## src/rtl/vga_cursor_ctrl.sv

```systemverilog
// vga_cursor_ctrl: text-mode VGA cursor controller.
// Host writes land in a shadow register set. The active set is loaded from the
// shadow on a vertical-sync rising edge, so the cursor never changes mid-frame.
// A frame-counted blink FSM drives the phase output, and a registered per-pixel
// hit strobe goes to the character renderer.
// Optional build macro: VGA_CUR_RDBACK_EN enables readback of the active
// registers on o_rdata. When it is undefined, o_rdata reads as zero.
module vga_cursor_ctrl #(
  parameter int COL_W = 7,
  parameter int ROW_W = 5,
  parameter int LINE_W = 4,
  parameter logic [7:0] DEF_RATE = 8'd30
) (
  input  logic              i_clk,
  input  logic              i_rst_h,
  input  logic              i_wr_h,
  input  logic              i_rd_h,
  input  logic [2:0]        i_addr,
  input  logic [7:0]        i_data,
  output logic [7:0]        o_rdata,
  output logic              o_pend_h,
  input  logic              i_vs_h,
  input  logic              i_de_h,
  input  logic [COL_W-1:0]  i_col,
  input  logic [ROW_W-1:0]  i_row,
  input  logic [LINE_W-1:0] i_line,
  output logic              o_cur_h,
  output logic              o_phase_h
);

  typedef enum logic {COUNT, VS_HIGH} blink_state_t;

  logic [COL_W-1:0] sh_col, act_col;
  logic [ROW_W-1:0] sh_row, act_row;
  logic [7:0]       sh_start, act_start;
  logic [7:0]       sh_end, act_end;
  logic             sh_en, act_en;
  logic             sh_blink, act_blink;
  logic [7:0]       sh_rate, act_rate;
  logic             pend;
  logic             vs_prev;
  logic             vs_rise;
  logic             wr_valid;
  logic             blink_off;
  blink_state_t     state;
  logic [7:0]       frame_cnt;
  logic             phase;

  assign vs_rise   = i_vs_h && !vs_prev;
  assign wr_valid  = i_wr_h && (i_addr <= 3'd5);
  assign blink_off = !act_blink || (act_rate == 8'd0);
  assign o_pend_h  = pend;
  assign o_phase_h = phase;

  // Remember the previous vsync sample. Reset clears it, so a sync pulse that is already high when reset releases counts as a rising edge.
  always_ff @(posedge i_clk) begin
    if (i_rst_h) vs_prev <= 1'b0;
    else         vs_prev <= i_vs_h;
  end

  // Shadow and active register sets. The commit copies the pre-write shadow, and a write in the same cycle re-arms pending.
  always_ff @(posedge i_clk) begin
    if (i_rst_h) begin
      sh_col    <= '0;
      sh_row    <= '0;
      sh_start  <= 8'd14;
      sh_end    <= 8'd15;
      sh_en     <= 1'b1;
      sh_blink  <= 1'b1;
      sh_rate   <= DEF_RATE;
      act_col   <= '0;
      act_row   <= '0;
      act_start <= 8'd14;
      act_end   <= 8'd15;
      act_en    <= 1'b1;
      act_blink <= 1'b1;
      act_rate  <= DEF_RATE;
      pend      <= 1'b0;
    end else begin
      if (vs_rise && pend) begin
        act_col   <= sh_col;
        act_row   <= sh_row;
        act_start <= sh_start;
        act_end   <= sh_end;
        act_en    <= sh_en;
        act_blink <= sh_blink;
        act_rate  <= sh_rate;
        pend      <= 1'b0;
      end
      if (wr_valid) begin
        pend <= 1'b1;
        case (i_addr)
          3'd0:    sh_col   <= i_data[COL_W-1:0];
          3'd1:    sh_row   <= i_data[ROW_W-1:0];
          3'd2:    sh_start <= i_data;
          3'd3:    sh_end   <= i_data;
          3'd4: begin
            sh_en    <= i_data[0];
            sh_blink <= i_data[1];
          end
          default: sh_rate  <= i_data;
        endcase
      end
    end
  end

  // Blink FSM. Count frames on each vsync rise and toggle the phase on the vsync fall once the count reaches the active rate.
  always_ff @(posedge i_clk) begin
    if (i_rst_h) begin
      state     <= COUNT;
      frame_cnt <= 8'd0;
      phase     <= 1'b1;
    end else begin
      case (state)
        COUNT: begin
          if (vs_rise) begin
            state     <= VS_HIGH;
            frame_cnt <= frame_cnt + 8'd1;
          end
        end
        VS_HIGH: begin
          if (!i_vs_h) begin
            state <= COUNT;
            if (frame_cnt >= act_rate) begin
              phase     <= ~phase;
              frame_cnt <= 8'd0;
            end
          end
        end
        default: state <= COUNT;
      endcase
      if (blink_off) begin
        frame_cnt <= 8'd0;
        phase     <= 1'b1;
      end
    end
  end

  // Per-pixel cursor hit, registered, so it lags the pixel coordinates by one cycle.
  always_ff @(posedge i_clk) begin
    if (i_rst_h) o_cur_h <= 1'b0;
    else o_cur_h <= i_de_h && act_en && phase &&
                    (i_col == act_col) && (i_row == act_row) &&
                    (i_line >= act_start[LINE_W-1:0]) &&
                    (i_line <= act_end[LINE_W-1:0]);
  end

`ifdef VGA_CUR_RDBACK_EN
  // Readback of the active set. The value is loaded on a read strobe and held otherwise.
  always_ff @(posedge i_clk) begin
    if (i_rst_h) o_rdata <= 8'd0;
    else if (i_rd_h) begin
      case (i_addr)
        3'd0:    o_rdata <= 8'(act_col);
        3'd1:    o_rdata <= 8'(act_row);
        3'd2:    o_rdata <= act_start;
        3'd3:    o_rdata <= act_end;
        3'd4:    o_rdata <= {6'd0, act_blink, act_en};
        3'd5:    o_rdata <= act_rate;
        default: o_rdata <= 8'd0;
      endcase
    end
  end
`else
  logic unused_bits;

  // Readback is absent in this build. The read strobe and the unused upper line bits are collected here on purpose.
  always_comb begin
    unused_bits = i_rd_h ^ (^act_start[7:LINE_W]) ^ (^act_end[7:LINE_W]);
  end

  assign o_rdata = 8'd0;
`endif

endmodule

```

## config.mk

```make
export PLATFORM = sky130hd
export DESIGN_NAME = vga_cursor_ctrl
export DESIGN_NICKNAME = d
export VERILOG_FILES = /design/src/rtl/vga_cursor_ctrl.sv
export SDC_FILE = /design/constraint.sdc
export NUM_CORES = 1
export LEC_CHECK = 0
export ABC_CLOCK_PERIOD_IN_PS = 2100
export BUFFER_PORTS_ARGS = -buffer_cell sky130_fd_sc_hd__buf_2
export CORE_MARGIN = 1.5
export CORE_UTILIZATION = 35
export DETAILED_ROUTE_END_ITERATION = 6
export GPL_TIMING_DRIVEN = 0
export PLACE_DENSITY_LB_ADDON = 0.08
export SYNTH_ARGS = -nofsm -noshare
export SYNTH_HDL_FRONTEND = slang
export SYNTH_SLANG_ARGS = --single-unit
```

## constraint.sdc

```tcl
create_clock -name i_clk -period 2.1 [get_ports i_clk]
set_clock_uncertainty 0.05 [all_clocks]
set_input_delay 0.42 -clock i_clk [delete_from_list [all_inputs] [get_ports i_clk]]
set_output_delay 0.42 -clock i_clk [all_outputs]
set_load 0.01 [all_outputs]
```

==> impl_metrics.json <==
{
  "hp-class": "primary input to flip-flop",
  "avgRoutedWirePerCell_microns": 14.3,
  "powerDensity_nw_per_um2": 735,
  "ir_drop_v": 0.000274,
  "grt_pass1_wl_microns": 13300,
  "ys_warn_count": 0,
  "synth_top_cell_by_area": "dfxtp_1",
  "clk_pin_slew_ps": 80,
  "cts_buffer_depth": 2,
  "synth_top_cell_area_share": 0.425,
  "synth_cells": 374,
  "slew-limit-headroom": 0.480,
  "antenna_cells": 0,
  "ys_ff_latch": 73,
  "wl_microns": 7980,
  "finalSetupViolations": 0,
  "required_ps": 2330,
  "cts_root_buf": "clkbuf_8",
  "antenna_found_initial": 0,
  "yosysUniqueCellTypes": 47,
  "fmax_mhz": 522,
  "clk_latency_ps": 350,
  "ys_seq_area_frac": 0.425,
  "drive_above_1_share": 0.179,
  "track_usage": 0.170,
  "fillers": 1007,
  "start_util": 0.367,
  "synth_edf_count": 0,
  "cap_violations": 0,
  "ctsHoldBuffers": 0,
  "row_count": 35,
  "portBuffers": 34,
  "ys_top_cells_by_area": "dfxtp_1, a211o_1, ha_1, mux2i_1, nand2_1",
  "tightest_slew_ps": 773,
  "async_flop_share": 0,
  "final_util": 0.428,
  "syn_area_per_cell_sq_um": 9.19,
  "crit_type": "flip-flop to flip-flop",
  "setup_tns_ps": 0,
  "grt_max_degree": 14,
  "die-area_sq_um": 10400,
  "viasPerCell": 4.81,
  "end_kind": "flip-flop",
  "grt_overflow": 0,
  "route.detailed.drc": 0,
  "mostFrequentLayoutCells": "dfxtp_1, nand2_1, buf_2",
  "dp.final_hpwl_microns": 5860,
  "first_pass_iters": 4,
  "synth-main-ff-cell": "dfxtp_1",
  "grt_pass1_vias": 2603,
  "ios": 44,
  "core_area_sq_um": 9370,
  "fp.dieW_microns": 102,
  "vias": 2692,
  "hold_viol_final": 0,
  "final_common_cell": "dfxtp_1",
  "cts-resized-gates": 0,
  "slew_violations": 0,
  "dieHeight_microns": 102,
  "ant_nets": 0,
  "final_nets": 476,
  "period_share": 0.912,
  "cts_max_level": 3,
  "syn-cell-area_sq_um": 3440,
  "critPathMaxFanout": 9,
  "cp.arrival_ps": 2150,
  "period_minus_slack_ps": 1910,
  "rsz0062_at_grt": "false",
  "cts_sinks": 73,
  "status": "completed",
  "syn_to_final_growth_pct": 16.8,
  "place_congestion": 0.757,
  "crit_path_start_kind": "flip-flop",
  "drtIter0Drc": 92,
  "cts_tree": "built",
  "cts_setup_buffers": 0,
  "cts_buffers": 9,
  "leakage_nw": 1.65
}
-- per-layer routing --
layer | vias to the layer above | track usage | part of all wire
met3 | 4 | 0.0424 | 0.047
met4 | 0 | 0.0537 | 0.0064
met1 | 1241 | 0.236 | 0.51
met2 | 57 | 0.259 | 0.44
met5 | - | 0 | 0
li1 | 1390 | - | -
-- cell type report --
class	count	area [sq um]	share of cell area
plain buffers	23	129	0.0321
multi-input cells	266	1800	0.449
repair buffers	34	170	0.0424
clock inverters	6	91.3	0.0228
clock buffers	10	128	0.0318
inverters	19	71.3	0.0178
flip-flops and latches	73	1460	0.364
well taps	129	161	0.0402
-- synth_stat cells, types with 2 or more instances --
cell      number
nor2_2         2
o32ai_1        3
a21oi_1       22
ha_1          17
clkbuf_1       5
a211o_1       26
nand3_1       13
buf_1          2
xnor2_1        4
nor2_1        37
buf_4          9
buf_2          7
inv_1         19
o21ai_1        2
nand4_1        4
nor3_1         2
nand2b_1       7
nor4_1         4
mux2i_1       21
and2_1         2
nor2b_1       14
nand2_1       45
o22ai_1        2
xor2_1         8
o21a_1         2
dfxtp_1       73
nand3b_1       2
-- per-stage QoR --
| step | setup slack [ps] | hold WS [ps] | area [sq um] | std cells | power (mW) |
|---|---|---|---|---|---|
| 5_1_grt | 76.5 | 283 | 4010 | 560 | 3.09 |
| 2_1_floorplan | 382 | 375 | 3460 | 381 | 1.65 |
| 4_1_cts | 175 | 252 | 4010 | 560 | 2.98 |
| 3_3_place_gp | 195 | 385 | 3790 | 544 | 1.75 |
| 6_report | 185 | 260 | 4010 | 560 | 2.95 |
| 3_5_place_dp | 198 | 392 | 3790 | 544 | 1.75 |
-- flip-flops by register name (all words and copies together) (netlist names), 5 cells and up --
| name | count |
|---|---|
| frame_cnt | 8 |
| sh_col | 7 |
| sh_row | 5 |
| act_row | 5 |
| sh_rate | 8 |
| act_col | 7 |
| act_rate | 8 |
-- where the power goes --
| part | switching [mW] | total [mW] | internal (mW) | leakage (nW) |
|---|---|---|---|---|
| logic | 0.162 | 0.278 | 0.116 | 0.961 |
| clock network | 0.557 | 1.23 | 0.673 | 0.0991 |
| registers | 0.0215 | 1.44 | 1.42 | 0.593 |
| total | 0.740 | 2.95 | 2.21 | 1.65 |
-- logic make-up after synthesis --
logic type / after synthesis / synth area share
AOI/OAI and AO/OA: 67 / 0.155
xor gates and xnor gates: 12 / 0.0306
adders and majority gates: 17 / 0.0619
buffers and inverters: 42 / 0.0582
DFF: 73 / 0.425
muxes: 21 / 0.0612
other: 1 / 0.00109
and+or+nand+nor: 141 / 0.206
-- critical path: stages (launching register included) --
cell	delay, ps
dfxtp_1	370
inv_1	60
ha_1	290
and3_4	200
nand4b_4	110
o32ai_4	520
mux2i_1	240
-- worst paths after layout --
| kind | from | endpoint | slack [ps] | cells past startpoint |
|---|---|---|---|---|
| worst max register to register | act_rate[6] | o_phase_h | 190 | 6 |
| worst min-delay path | i_data[7] | sh_rate[7] | 260 | 3 |
| worst max-delay path | act_rate[6] | o_phase_h | 190 | 6 |
| worst min register to register | sh_rate[0] | act_rate[0] | 400 | 2 |
No activity file was read; power rests on OpenSTA's default activity.
